[src/rtl/inst_fetch_unit_pkg.sv]
// Shared types and constants for the dual-issue instruction fetch unit.
package inst_fetch_unit_pkg;

  localparam logic [1:0] S_REQ  = 2'd0;
  localparam logic [1:0] S_WAIT = 2'd1;
  localparam logic [1:0] S_HOLD = 2'd2;
  localparam logic [1:0] S_ERR  = 2'd3;

  localparam int BR_WD = 33;

  typedef struct packed {
    logic [31:0] pc;
    logic [63:0] inst;
    logic [1:0]  slot_val;
  } fetch_out_t;

  function automatic logic [31:0] align8(input logic [31:0] a);
    return {a[31:3], 3'b000};
  endfunction

endpackage

[src/rtl/inst_fetch_unit_if.sv]
// SRAM request/response handshake plus the fetch-to-ID valid/ready channel.
interface inst_fetch_unit_if;
  logic        inst_sram_req;
  logic [31:0] inst_sram_addr;
  logic        inst_sram_addr_ok;
  logic        inst_sram_data_ok;
  logic [63:0] inst_sram_rdata;

  logic        fetch_valid;
  logic        fetch_ready;
  logic [31:0] fetch_pc;
  logic [63:0] fetch_inst;
  logic [1:0]  fetch_slot_val;
  logic        fetch_adel;

  modport master (
    output inst_sram_req, inst_sram_addr,
    input  inst_sram_addr_ok, inst_sram_data_ok, inst_sram_rdata,
    output fetch_valid, fetch_pc, fetch_inst, fetch_slot_val, fetch_adel,
    input  fetch_ready
  );

  modport slave (
    input  inst_sram_req, inst_sram_addr,
    output inst_sram_addr_ok, inst_sram_data_ok, inst_sram_rdata,
    input  fetch_valid, fetch_pc, fetch_inst, fetch_slot_val, fetch_adel,
    output fetch_ready
  );
endinterface

[src/rtl/inst_fetch_unit_pc_gen.sv]
// Fetch PC register with flush > branch > sequential next-PC selection.
module inst_fetch_unit_pc_gen
  import inst_fetch_unit_pkg::*;
#(
  parameter logic [31:0] RESET_PC   = 32'hBFC0_0000,
  parameter int          FLUSH_PC_W = 32
) (
  input  logic                  clk,
  input  logic                  rst,
  input  logic                  flush,
  input  logic [FLUSH_PC_W-1:0] flush_pc,
  input  logic [BR_WD-1:0]      br_bus,
  input  logic                  br_en,
  input  logic                  seq_adv,
  output logic [31:0]           pc_q,
  output logic                  redirect,
  output logic                  misaligned
);

  logic [31:0] pc_d;

  assign redirect   = flush | (br_en & br_bus[32]);
  assign misaligned = |pc_q[1:0];

  always_comb begin
    if (flush)                   pc_d = 32'(flush_pc);
    else if (br_en && br_bus[32]) pc_d = br_bus[31:0];
    else if (seq_adv)            pc_d = align8(pc_q) + 32'd8;
    else                         pc_d = pc_q;
  end

  // NOTE: state updates use <= so every flop samples pre-edge values; reset is async active-low.
  always_ff @(posedge clk or negedge rst) begin
    if (!rst) pc_q <= RESET_PC;
    else      pc_q <= pc_d;
  end

endmodule

[src/rtl/inst_fetch_unit.sv]
// Fetch-side producer: issues SRAM requests, cancels stale responses on redirect,
// and holds each instruction pair until the ID buffer accepts it.
module inst_fetch_unit
  import inst_fetch_unit_pkg::*;
#(
  parameter logic [31:0] RESET_PC   = 32'hBFC0_0000,
  parameter int          FLUSH_PC_W = 32
) (
  input  logic                  clk,
  input  logic                  rst,
  input  logic                  stall_if,
  input  logic                  flush,
  input  logic [FLUSH_PC_W-1:0] flush_pc,
  input  logic [BR_WD-1:0]      br_bus,
  inst_fetch_unit_if.master     bus
);

  logic [1:0]  state_q, state_d;
  logic        cancel_q, cancel_d;
  logic [31:0] pc_inflight_q, pc_inflight_d;
  fetch_out_t  out_q, out_d;
  logic        req_en_q;

  logic [31:0] pc;
  logic        redirect, misaligned, req, seq_adv, br_en;

  // A faulted fetch only leaves S_ERR on flush, so branches are ignored there.
  assign br_en   = (state_q != S_ERR);
  assign req     = (state_q == S_REQ) & req_en_q & ~stall_if & ~misaligned;
  assign seq_adv = req & bus.inst_sram_addr_ok & ~redirect;

  inst_fetch_unit_pc_gen #(
    .RESET_PC   (RESET_PC),
    .FLUSH_PC_W (FLUSH_PC_W)
  ) u_pc_gen (
    .clk        (clk),
    .rst        (rst),
    .flush      (flush),
    .flush_pc   (flush_pc),
    .br_bus     (br_bus),
    .br_en      (br_en),
    .seq_adv    (seq_adv),
    .pc_q       (pc),
    .redirect   (redirect),
    .misaligned (misaligned)
  );

  // NOTE: every always_comb target gets a default first so no latch can be inferred.
  always_comb begin
    state_d       = state_q;
    cancel_d      = cancel_q;
    pc_inflight_d = pc_inflight_q;
    out_d         = out_q;
    case (state_q)
      S_REQ: begin
        if (misaligned && !redirect) begin
          state_d = S_ERR;
          out_d   = '{pc: pc, inst: '0, slot_val: 2'b01};
        end else if (req && bus.inst_sram_addr_ok) begin
          pc_inflight_d = pc;
          cancel_d      = redirect;
          state_d       = S_WAIT;
        end
      end
      S_WAIT: begin
        if (bus.inst_sram_data_ok) begin
          if (cancel_q || redirect) begin
            cancel_d = 1'b0;
            state_d  = S_REQ;
          end else begin
            out_d = '{pc:       align8(pc_inflight_q),
                      inst:     bus.inst_sram_rdata,
                      slot_val: pc_inflight_q[2] ? 2'b10 : 2'b11};
            state_d = S_HOLD;
          end
        end else if (redirect) begin
          cancel_d = 1'b1;
        end
      end
      S_HOLD: begin
        if (redirect || bus.fetch_ready) state_d = S_REQ;
      end
      default: begin
        if (flush) state_d = S_REQ;
      end
    endcase
  end

  always_ff @(posedge clk or negedge rst) begin
    if (!rst) begin
      state_q       <= S_REQ;
      cancel_q      <= 1'b0;
      pc_inflight_q <= '0;
      out_q         <= '0;
      req_en_q      <= 1'b0;
    end else begin
      state_q       <= state_d;
      cancel_q      <= cancel_d;
      pc_inflight_q <= pc_inflight_d;
      out_q         <= out_d;
      req_en_q      <= 1'b1;
    end
  end

  // Outputs come from state and registers only; nothing is combinational on fetch_ready.
  assign bus.inst_sram_req  = req;
  assign bus.inst_sram_addr = align8(pc);
  assign bus.fetch_valid    = (state_q == S_HOLD) || (state_q == S_ERR);
  assign bus.fetch_adel     = (state_q == S_ERR);
  assign bus.fetch_pc       = out_q.pc;
  assign bus.fetch_inst     = out_q.inst;
  assign bus.fetch_slot_val = out_q.slot_val;

endmodule

[src/flat_wrapper.sv]
// flat-port wrapper written by rule: the top's interface ports become plain ports
module inst_fetch_unit_flat import inst_fetch_unit_pkg::*;
#(
  parameter logic [31:0] RESET_PC   = 32'hBFC0_0000,
  parameter int          FLUSH_PC_W = 32
)
  (clk, rst, stall_if, flush, flush_pc, br_bus, bus_inst_sram_req, bus_inst_sram_addr, bus_inst_sram_addr_ok, bus_inst_sram_data_ok, bus_inst_sram_rdata, bus_fetch_valid, bus_fetch_pc, bus_fetch_inst, bus_fetch_slot_val, bus_fetch_adel, bus_fetch_ready);
  inst_fetch_unit_if bus_i ();
  input  logic clk;
  input  logic rst;
  input  logic stall_if;
  input  logic flush;
  input  logic [FLUSH_PC_W-1:0] flush_pc;
  input  logic [BR_WD-1:0] br_bus;
  output wire logic [$bits(bus_i.inst_sram_req)-1:0] bus_inst_sram_req;
  output wire logic [$bits(bus_i.inst_sram_addr)-1:0] bus_inst_sram_addr;
  input wire logic [$bits(bus_i.inst_sram_addr_ok)-1:0] bus_inst_sram_addr_ok;
  input wire logic [$bits(bus_i.inst_sram_data_ok)-1:0] bus_inst_sram_data_ok;
  input wire logic [$bits(bus_i.inst_sram_rdata)-1:0] bus_inst_sram_rdata;
  output wire logic [$bits(bus_i.fetch_valid)-1:0] bus_fetch_valid;
  output wire logic [$bits(bus_i.fetch_pc)-1:0] bus_fetch_pc;
  output wire logic [$bits(bus_i.fetch_inst)-1:0] bus_fetch_inst;
  output wire logic [$bits(bus_i.fetch_slot_val)-1:0] bus_fetch_slot_val;
  output wire logic [$bits(bus_i.fetch_adel)-1:0] bus_fetch_adel;
  input wire logic [$bits(bus_i.fetch_ready)-1:0] bus_fetch_ready;
  assign bus_inst_sram_req = bus_i.inst_sram_req;
  assign bus_inst_sram_addr = bus_i.inst_sram_addr;
  assign bus_i.inst_sram_addr_ok = bus_inst_sram_addr_ok;
  assign bus_i.inst_sram_data_ok = bus_inst_sram_data_ok;
  assign bus_i.inst_sram_rdata = bus_inst_sram_rdata;
  assign bus_fetch_valid = bus_i.fetch_valid;
  assign bus_fetch_pc = bus_i.fetch_pc;
  assign bus_fetch_inst = bus_i.fetch_inst;
  assign bus_fetch_slot_val = bus_i.fetch_slot_val;
  assign bus_fetch_adel = bus_i.fetch_adel;
  assign bus_i.fetch_ready = bus_fetch_ready;
  inst_fetch_unit #(.RESET_PC(RESET_PC), .FLUSH_PC_W(FLUSH_PC_W)) u_core (.clk(clk), .rst(rst), .stall_if(stall_if), .flush(flush), .flush_pc(flush_pc), .br_bus(br_bus), .bus(bus_i));
endmodule
[config.mk]
export PLATFORM = sky130hd
export DESIGN_NAME = inst_fetch_unit_flat
export DESIGN_NICKNAME = d
export VERILOG_FILES = /design/src/rtl/inst_fetch_unit_pkg.sv /design/src/rtl/inst_fetch_unit_if.sv /design/src/rtl/inst_fetch_unit_pc_gen.sv /design/src/rtl/inst_fetch_unit.sv /design/src/flat_wrapper.sv
export SDC_FILE = /design/constraint.sdc
export NUM_CORES = 1
export LEC_CHECK = 0
export BUFFER_PORTS_ARGS = -buffer_cell sky130_fd_sc_hd__buf_2
export CAP_MARGIN = 10
export CORE_UTILIZATION = 52
export CTS_BUF_LIST = sky130_fd_sc_hd__clkbuf_8
export CTS_CLUSTER_DIAMETER = 50
export DETAILED_ROUTE_END_ITERATION = 10
export PLACE_DENSITY = 0.82
export SETUP_SLACK_MARGIN = 0.05
export SLEW_MARGIN = 10
export SYNTH_ARGS = -nofsm -noshare
export SYNTH_HDL_FRONTEND = slang
export SYNTH_SLANG_ARGS = --single-unit
export TNS_END_PERCENT = 50
[constraint.sdc]
create_clock -name clk -period 2.4 [get_ports clk]
set_input_delay 0.24 -clock clk [delete_from_list [all_inputs] [get_ports clk]]
set_output_delay 0.24 -clock clk [all_outputs]
set_load 0.1 [all_outputs]
=== Word-level counts from Yosys, hierarchy flattened ===
Index checks and enable logic that the tools add are counted.

* Register bits: 166
* Bits in latches: 0
* Bits in writable memories: 0
* ROM bits: 0
* Input bits: 136
* Output and inout port bits: 133
* Word-level logic and storage cells: 70
* Memories: 0

* Add/sub/neg operators: 1
* $mul: 0
* Divide/modulo/power cells: 0
* Order comparisons: 0
* Equal/unequal tests: 13
* Shifts and indexed selects: 0
* Mux-type cells: 21
* Bitwise logic cells: 11
* Reduce and logical (&&, ||, !) cells: 16

{| class="wikitable"
|+ Operators by type and width
! kind !! count
|-
| two-way mux 98 bit || 3
|-
| one-hot mux 98 bit (2 select lines) || 1
|-
| two-way mux 32 bit || 3
|-
| adder 32 x 4 -> 32 bit, second input constant || 1
|-
| two-way mux 2 bit || 6
|-
| != test 2 bit, second input constant || 6
|-
| AND reduction 4 bit || 2
|-
| AND 1 bit || 6
|-
| two-way mux 1 bit || 6
|-
| != test 3 x 2 -> 1 bit, second input constant || 2
|-
| one-hot mux 2 bit (3 select lines) || 1
|-
| AND reduction 5 bit || 1
|-
| equality test 2 bit, second input constant || 2
|-
| NOT 1 bit || 4
|-
| nonzero test 4 bit || 1
|-
| logical AND 1 bit || 3
|-
| logical OR 1 bit || 3
|-
| != test 3 bit, second input constant || 1
|-
| AND reduction 3 bit || 1
|-
| nonzero test 3 bit || 1
|-
| equality test 2 x 1 -> 1 bit, second input constant || 1
|-
| logical NOT 2 bit || 1
|-
| != test 2 x 1 -> 1 bit, second input constant || 1
|-
| one-hot mux 1 bit (2 select lines) || 1
|-
| other kinds (4) || 4
|}

=== Logic depth before layout (Yosys ltp) ===
Gate-level depths: netlist (run 1).

* Depth in word-level cells: 9
* Depth in mapped cells: 10
* Mapped depth without buffers: 6

=== By module ===
Synthesis (run 1) repeated with hierarchy kept, for this count alone.

* Cell total of the unflattened synthesis: 695
* Area total of the unflattened synthesis: 7,617.3 µm²

{| class="wikitable"
|+ By module, submodules not included
! module !! instances !! cells an instance !! area each (µm²)
|-
| inst_fetch_unit || 1 || 397 || 5,248.8
|-
| inst_fetch_unit_pc_gen || 1 || 298 || 2,368.5
|}

=== Least setup slack after synthesis (run 1) ===
No wires, ideal clock.

* Kind: flip-flop to output port
* Start: register u_core.state_q[1]
* End: output port bus_inst_sram_req
* Arrival: 1.722 ns
* Data required time: 2.160 ns
* Slack: 0.438 ns
* Cell stages (with the launch flop): 4
* Path buffers: 1
* Cell sequence: dfrtp_1 buf_2 nor4b_4 and2_1

* Cells in the longest elaborated chain, start to end: 4

{| class="wikitable"
|+ RTL lines
! item !! RTL line !! text
|-
| start, declared || inst_fetch_unit.sv:18 || <nowiki>logic [1:0] state_q, state_d;</nowiki>
|-
| start signal, assigned || inst_fetch_unit.sv:97 || <nowiki>state_q <= state_d;</nowiki>
|-
| logical NOT 2 bit || inst_fetch_unit.sv:29 || <nowiki>assign req = (state_q == S_REQ) & req_en_q & ~stall_if & ~misaligned;</nowiki>
|-
| AND 1 bit (3 in a row) || inst_fetch_unit.sv:29 ||
|-
| end, declared || flat_wrapper.sv:15 || <nowiki>output wire logic [$bits(bus_i.inst_sram_req)-1:0] bus_inst_sram_req;</nowiki>
|}

No other way between the ends.

=== Worst setup path after layout (run 1) ===
* Start: register u_core.state_q[1]
* End: register u_core.out_q, in the netlist u_core.bus.fetch_inst[24]

* Cells in the longest elaborated chain, start to end: 7

{| class="wikitable"
|+ RTL lines
! item !! RTL line !! text
|-
| != test 2 bit || inst_fetch_unit.sv:28 || <nowiki>assign br_en = (state_q != S_ERR);</nowiki>
|-
| AND 1 bit || inst_fetch_unit_pc_gen.sv:22 || <nowiki>assign redirect = flush | (br_en & br_bus[32]);</nowiki>
|-
| OR 1 bit || inst_fetch_unit_pc_gen.sv:22 ||
|-
| logical NOT 1 bit || inst_fetch_unit.sv:56 || <nowiki>if (misaligned && !redirect) begin</nowiki>
|-
| logical AND 1 bit || inst_fetch_unit.sv:56 ||
|-
| != test 2 bit (no source line) || - ||
|-
| AND reduction 4 bit (no source line) || - ||
|-
| end signal, assigned || inst_fetch_unit.sv:100 || <nowiki>out_q <= out_d;</nowiki>
|-
| end, declared || inst_fetch_unit.sv:21 || <nowiki>fetch_out_t out_q, out_d;</nowiki>
|}

Several ways; a longest one is shown, not always the timed one.
A chain may end at the register's enable or synchronous reset.

==> impl_metrics.env, run 1 <==
export IMPL_finalNetCount=1217
export IMPL_hold_ws_ns=0.0321
export IMPL_coreArea_sq_mm=0.0147
export IMPL_yosysTopAreaCellShare_pct=48.9
export IMPL_finalMaxSlewViolations=0
export IMPL_setup_viol=0
export IMPL_place_ws_ns=0.219
export IMPL_hpwl_mm=16.0
export IMPL_start_kind="flip-flop"
export IMPL_post_drt_via_cell_ratio=5.70
export IMPL_ys_warn_count=0
export IMPL_drcViolationCount=23
export IMPL_async_reset_ff_share_pct=100
export IMPL_portBuffers=265
export IMPL_violations="design-rule violations"
export IMPL_critPathKind="flip-flop to flip-flop"
export IMPL_setup_tns_ns=0
export IMPL_path_clk_slew_ns=0.09
export IMPL_cts_tree="built"
export IMPL_clock_sinks=164
export IMPL_path_max_fanout=59
export IMPL_crit_path_end_kind="flip-flop"
export IMPL_synth_seq_area_share_pct=51.9
export IMPL_grt_usage_pct=31.6
export IMPL_synth_area_leader_cell="dfrtp_1"
export IMPL_ys_types=75
export IMPL_grt_setup_unrepaired="no"
export IMPL_dieArea_sq_mm=0.0157
export IMPL_status="finished with violations"
export IMPL_firstDrtPassIters=11
export IMPL_die_w_microns=125
export IMPL_initial_utilization_pct=53.9
export IMPL_ys_top_cells_by_area="dfrtp_1 49%, a22o_1 7.4%, nand2_1 7.3%, mux2i_1 3.5%, buf_4 3.3%"
export IMPL_pwr_density_cell_mw_per_mm2=1340
export IMPL_htree_levels=4
export IMPL_dieHeight_microns=125
export IMPL_ios=269
export IMPL_post_route_min_period_ns=2.22
export IMPL_syn_to_final_growth_pct=31.5
export IMPL_first_iter_violations=680
export IMPL_grt_pass1_wl_mm=38.8
export IMPL_clock_latency_ns=0.45
export IMPL_rows=44
export IMPL_cts_buffers=17
export IMPL_synth_ff_type="dfrtp_1"
export IMPL_routed_wl_mm=24.5
export IMPL_hold_path_class="input port to flip-flop"
export IMPL_period_share_pct=92.6
export IMPL_worst_pin_slew_ns=0.691
export IMPL_fin_ws_ns=0.177
export IMPL_syn_inst=776
export IMPL_p_total_mw=14.0
export IMPL_netlist_area_sq_mm=0.00793
export IMPL_cts_root_buf="clkbuf_8"
export IMPL_ant_nets=0
export IMPL_cap_violations=0
export IMPL_clockBufferDepth=2
export IMPL_max_slew_margin_pct=53.8
export IMPL_yosys_top_cells_count="155 x dfrtp_1, 155 x nand2_1, 67 x a22o_1, 36 x o21ai_0, 35 x buf_4"
export IMPL_clock_skew_ns=0.0112
export IMPL_stdcell_count=1279
export IMPL_fillCellCount=1131
export IMPL_power_leakage_nw=5.30
export IMPL_grt_pass1_vias=7091
export IMPL_grt_max_degree=67
export IMPL_worstPathRequired_ns=2.72
export IMPL_antenna_found_initial=2
export IMPL_arrival_ns=2.55
export IMPL_postSynthRegisterBits=164
export IMPL_globalRouteOverflowTotal=0
export IMPL_place_gp_congestion=0.994
export IMPL_route_vias_total=7288
export IMPL_placedCellCount=1176
export IMPL_hold_violations=0
export IMPL_fmax_mhz=450
export IMPL_synth_edff_count=0
export IMPL_routedWlPerCell_microns=19.1
export IMPL_post_synth_cell_area_avg_sq_um=10.2
export IMPL_drive_above_1_share_pct=33.4
export IMPL_ir_drop_mv=0.866
==> per-layer routing <==
| layer | share of wire, % | up-vias | GRT usage [%] |
|---|---|---|---|
| met4 | 3.1 | 0 | 12.2 |
| met5 | 0 | - | 0 |
| met2 | 48 | 417 | 51.1 |
| met1 | 41 | 3457 | 41.4 |
| met3 | 8.1 | 67 | 7.45 |
| li1 | - | 3347 | - |
==> final cells by class <==
type	count	area [sq um]	area share (%)
inverter	8	30.0	0.288
clock inverter	15	215	2.06
antenna	2	5.00	0.0480
multi-input combinational	517	3210	30.8
clock buffer	17	234	2.24
tap	184	230	2.21
timing repair buffer	372	2390	22.9
sequential	164	4120	39.5
==> critical path: stages, from the launching register on <==
cell and delay, ns:
dfrtp_1 0.54, or4_4 0.59, nor2_4 0.18, o21ai_4 0.21
buf_12 0.28, a22o_1 0.28
==> cell families after synthesis <==
| group | after synthesis | share of synthesized area (%) |
|---|---|---|
| simple gates | 256 | 15.6 |
| buf+inv | 97 | 8.08 |
| other cells | 2 | 0.0947 |
| compound gates | 215 | 19.1 |
| xor+xnor | 12 | 1.33 |
| flops | 164 | 51.9 |
| fa+ha+maj | 1 | 0.158 |
| mux | 29 | 3.68 |
==> per-stage QoR <==
stage | instance area [sq um] | util (%)
2_1_floorplan | 7940 | -
3_3_place_gp | 9280 | 63.1
3_5_place_dp | 9280 | 63.1
4_1_cts | 10400 | 70.9
5_1_grt | 10400 | 70.9
6_report | 10400 | 70.9
==> flip-flops by register name (all words and copies together) (netlist names) <==
register                   cells
u_core.bus.fetch_inst         64
u_core.req_en_q                1
u_core.pc_inflight_q          30
u_core.u_pc_gen.pc_q          32
u_core.bus.fetch_pc           32
u_core.state_q                 2
u_core.bus.fetch_slot_val      2
u_core.cancel_q                1
==> layout by cell type (no fill, tap or decap), drive strengths merged, types with 3 or more instances in the layout <==
cell type	synthesis	routed
a211o	3	3
a211oi	9	9
a21oi	31	31
a22o	67	67
a2bb2oi	5	5
a31oi	8	8
and2	9	9
and3	4	4
and4	6	6
buf	67	303
bufinv	0	4
clkbuf	22	17
clkinvlp	0	3
conb	2	4
dfrtp	155	155
dfstp	9	9
dlygate4sd3	0	69
inv	7	14
mux2i	28	28
nand2	157	157
nand3	12	12
nand4	10	10
nor2	30	30
nor3	6	6
nor3b	4	4
nor4	5	5
o211ai	4	4
o21ai	56	56
o221ai	6	6
o31ai	3	3
or3	3	3
xnor2	10	10
==> power by group <==
part           internal [mW]  switching, mW  total (mW)
Clock                   1.16           1.11        2.27
Sequential              3.61          0.614        4.22
Combinational           1.51           5.98        7.49
Total                   6.28           7.71        14.0
==> final timing paths <==
kind	slack, ns	depth (start not counted)	end	start
min in group asynchronous	0.30	2	u_core.bus.fetch_inst[13]	rst
setup / recovery	0.18	5	u_core.bus.fetch_inst[24]	u_core.state_q[1]
setup reg to reg	0.18	5	u_core.bus.fetch_inst[24]	u_core.state_q[1]
max in group asynchronous	1.37	3	u_core.u_pc_gen.pc_q[23]	rst
hold / removal	0.03	2	u_core.bus.fetch_inst[10]	bus_inst_sram_rdata[10]
hold reg to reg	0.48	2	u_core.pc_inflight_q[15]	u_core.pc_inflight_q[15]
==> what timing repair did <==
item                                    in CTS  in global routing
endpoints found under the hold margin      110                  0
gates resized for setup                      1                  0
hold buffers                                69                  0
pin swaps                                    0                  1
setup buffers                                0                  0
endpoints found under the setup margin       1                  3
Note: power is estimated with default switching activity, not from simulation.
==> run 2: changes to the inputs <==
- CORE_UTILIZATION: 52 -> 31
- PLACE_DENSITY: 0.82 -> not set
==> run 2 against run 1 <==
  * The flow now finishes without violations
  * Sequential cell count unchanged
  * Final area rose by 1.7%
  * Non-clock buffer count grew 10
  * Combinational power rose by 2%
  * Sequential power fell by 2%
  * Final cell count is 12% higher
  * Critical path depth is the same
==> impl_metrics.env, run 2 (synthesized netlist as in run 1, its figures left out) <==
export IMPL_period_share_pct=92.3
export IMPL_syn_to_final_growth_pct=33.7
export IMPL_grt_usage_pct=19.6
export IMPL_p_switching_mw=7.78
export IMPL_pwr_density_cell_mw_per_mm2=1290
export IMPL_wl_met3_mm=2.01
export IMPL_wl_met1_mm=11.7
export IMPL_post_route_min_period_ns=2.22
export IMPL_arrival_ns=2.58
export IMPL_internal_power_mw=5.91
export IMPL_grt_pass1_vias=6850
export IMPL_setup_tns_ns=0
export IMPL_dieArea_sq_mm=0.0262
export IMPL_place_gp_congestion=0.834
export IMPL_path_buf_inv=0
export IMPL_wl_met2_mm=11.7
export IMPL_fmax_mhz=451
export IMPL_placedCellCount=1326
export IMPL_worstReg2RegStart="u_core.u_pc_gen.pc_q[8]"
export IMPL_antenna_found_initial=0
export IMPL_globalRouteOverflowTotal=0
export IMPL_max_slew_margin_pct=49.4
export IMPL_ant_nets=0
export IMPL_crit_path_end_kind="flip-flop"
export IMPL_grt_pass1_wl_mm=39.5
export IMPL_routedWlPerCell_microns=18.0
export IMPL_ff2ff_setup_slack_ns=0.18
export IMPL_critPathKind="flip-flop to flip-flop"
export IMPL_route_vias_total=7093
export IMPL_reg2reg_to="u_core.u_pc_gen.pc_q[25]"
export IMPL_stdcell_area_sq_mm=0.0106
export IMPL_placed_cell_area_sq_mm=0.00948
export IMPL_portBuffers=265
export IMPL_top_layer_used="met4"
export IMPL_max_stage_delay_ns=0.47
export IMPL_start_kind="flip-flop"
export IMPL_cts_buffers=17
export IMPL_clockBufferDepth=2
export IMPL_first_iter_violations=501
export IMPL_crit_family="simple AND/OR/NAND/NOR gates"
export IMPL_path_clk_slew_ns=0.11
export IMPL_cap_violations=0
export IMPL_cp_depth=5
export IMPL_finalNetCount=1227
export IMPL_die_w_microns=162
export IMPL_hold_ws_ns=0.0379
export IMPL_clock_latency_ns=0.46
export IMPL_firstDrtPassIters=5
export IMPL_cts_tree="built"
export IMPL_worstPathRequired_ns=2.77
export IMPL_p_clk_share_pct=14.1
export IMPL_pwr_share_seq_pct=30.3
export IMPL_hpwl_mm=18.0
export IMPL_final_common_cell="buf_2"
export IMPL_antenna_cells=0
export IMPL_clock_sinks=164
export IMPL_worstSetupEndpoint="u_core.u_pc_gen.pc_q[25]"
export IMPL_place_ws_ns=0.224
export IMPL_finalMaxSlewViolations=0
export IMPL_hold_path_class="input port to flip-flop"
export IMPL_power_leakage_nw=5.31
export IMPL_cts_root_buf="clkbuf_8"
export IMPL_dieHeight_microns=162
export IMPL_htree_levels=4
export IMPL_comb_power_share_pct=55.5
export IMPL_ios=269
export IMPL_routed_wl_mm=25.8
export IMPL_worstPathCellList="and4_1 > nand4_1 > nor4_1 > a311oi_1 > a211oi_1"
export IMPL_cts_setup_buffers=0
export IMPL_coreArea_sq_mm=0.0251
export IMPL_drcViolationCount=0
export IMPL_crit_start="u_core.u_pc_gen.pc_q[8]"
export IMPL_hold_violations=0
export IMPL_crit_slowest_cell="and4_1"
export IMPL_worst_pin_slew_ns=0.754
export IMPL_p_total_mw=13.7
export IMPL_layout_common_cells="263 x buf_2, 155 x dfrtp_1, 154 x nand2_1, 75 x dlygate4sd3_1, 67 x a22o_1"
export IMPL_ir_drop_mv=0.646
export IMPL_grt_max_degree=67
export IMPL_grt_setup_unrepaired="yes"
export IMPL_fin_ws_ns=0.185
export IMPL_stdcell_count=1433
export IMPL_rows=58
export IMPL_path_max_fanout=8
export IMPL_initial_utilization_pct=31.6
export IMPL_drive_above_1_share_pct=33.5
export IMPL_p_sw_share_pct=56.8
export IMPL_status="complete, no violations"
export IMPL_clock_skew_ns=0.0173
export IMPL_largest_reg_flops=64
export IMPL_rr_worst_depth=5
export IMPL_post_route_util_pct=42.2
export IMPL_post_drt_via_cell_ratio=4.95
export IMPL_setup_viol=0
run 2: repair_timing:
action / in CTS / in global routing
resized for setup: 1 / 1
setup endpoints to repair: 1 / 2
hold buffers: 72 / 3
hold endpoints to repair: 113 / 3
run 2: layer usage:
metal | track usage, % | vias to the layer above
met5 | 0 | -
met4 | 5.10 | 0
met3 | 4.52 | 19
met2 | 31.5 | 328
met1 | 26.4 | 3385
li1 | - | 3361
run 2: power by group through the flow:
stage                     Combinational [mW]  Clock (mW)  Sequential, mW
after CTS                               7.65        2.03            4.15
after floorplan                         2.77           0            7.59
after detailed placement                7.54           0            4.21
final                                   7.61        1.94            4.15
after global placement                  7.53           0            4.18
after global routing                    7.96        2.14            4.26
run 2: worst min-delay path by stage:
| stage | start | depth (start not counted) | end | slack (ns) |
|---|---|---|---|---|
| after floorplan | rst | 0 | u_core.bus.fetch_inst[0] | -0.06 |
| final | bus_inst_sram_rdata[7] | 2 | u_core.bus.fetch_inst[7] | 0.04 |
| after global routing | bus_inst_sram_rdata[7] | 2 | u_core.bus.fetch_inst[7] | 0.001 |
| after global placement | rst | 1 | u_core.u_pc_gen.pc_q[30] | 0.25 |
| after detailed placement | rst | 1 | u_core.u_pc_gen.pc_q[30] | 0.26 |
| after CTS | bus_inst_sram_rdata[16] | 2 | u_core.bus.fetch_inst[16] | 0.001 |
run 2: final cells by class:
| type | count | area [sq um] |
|---|---|---|
| fillers | 2447 | 14500 |
| inverters | 8 | 30.0 |
| repair buffers | 382 | 2460 |
| flip-flops and latches | 164 | 4120 |
| clock inverters | 15 | 133 |
| well taps | 330 | 413 |
| clock buffers | 17 | 234 |
| multi-input cells | 517 | 3210 |
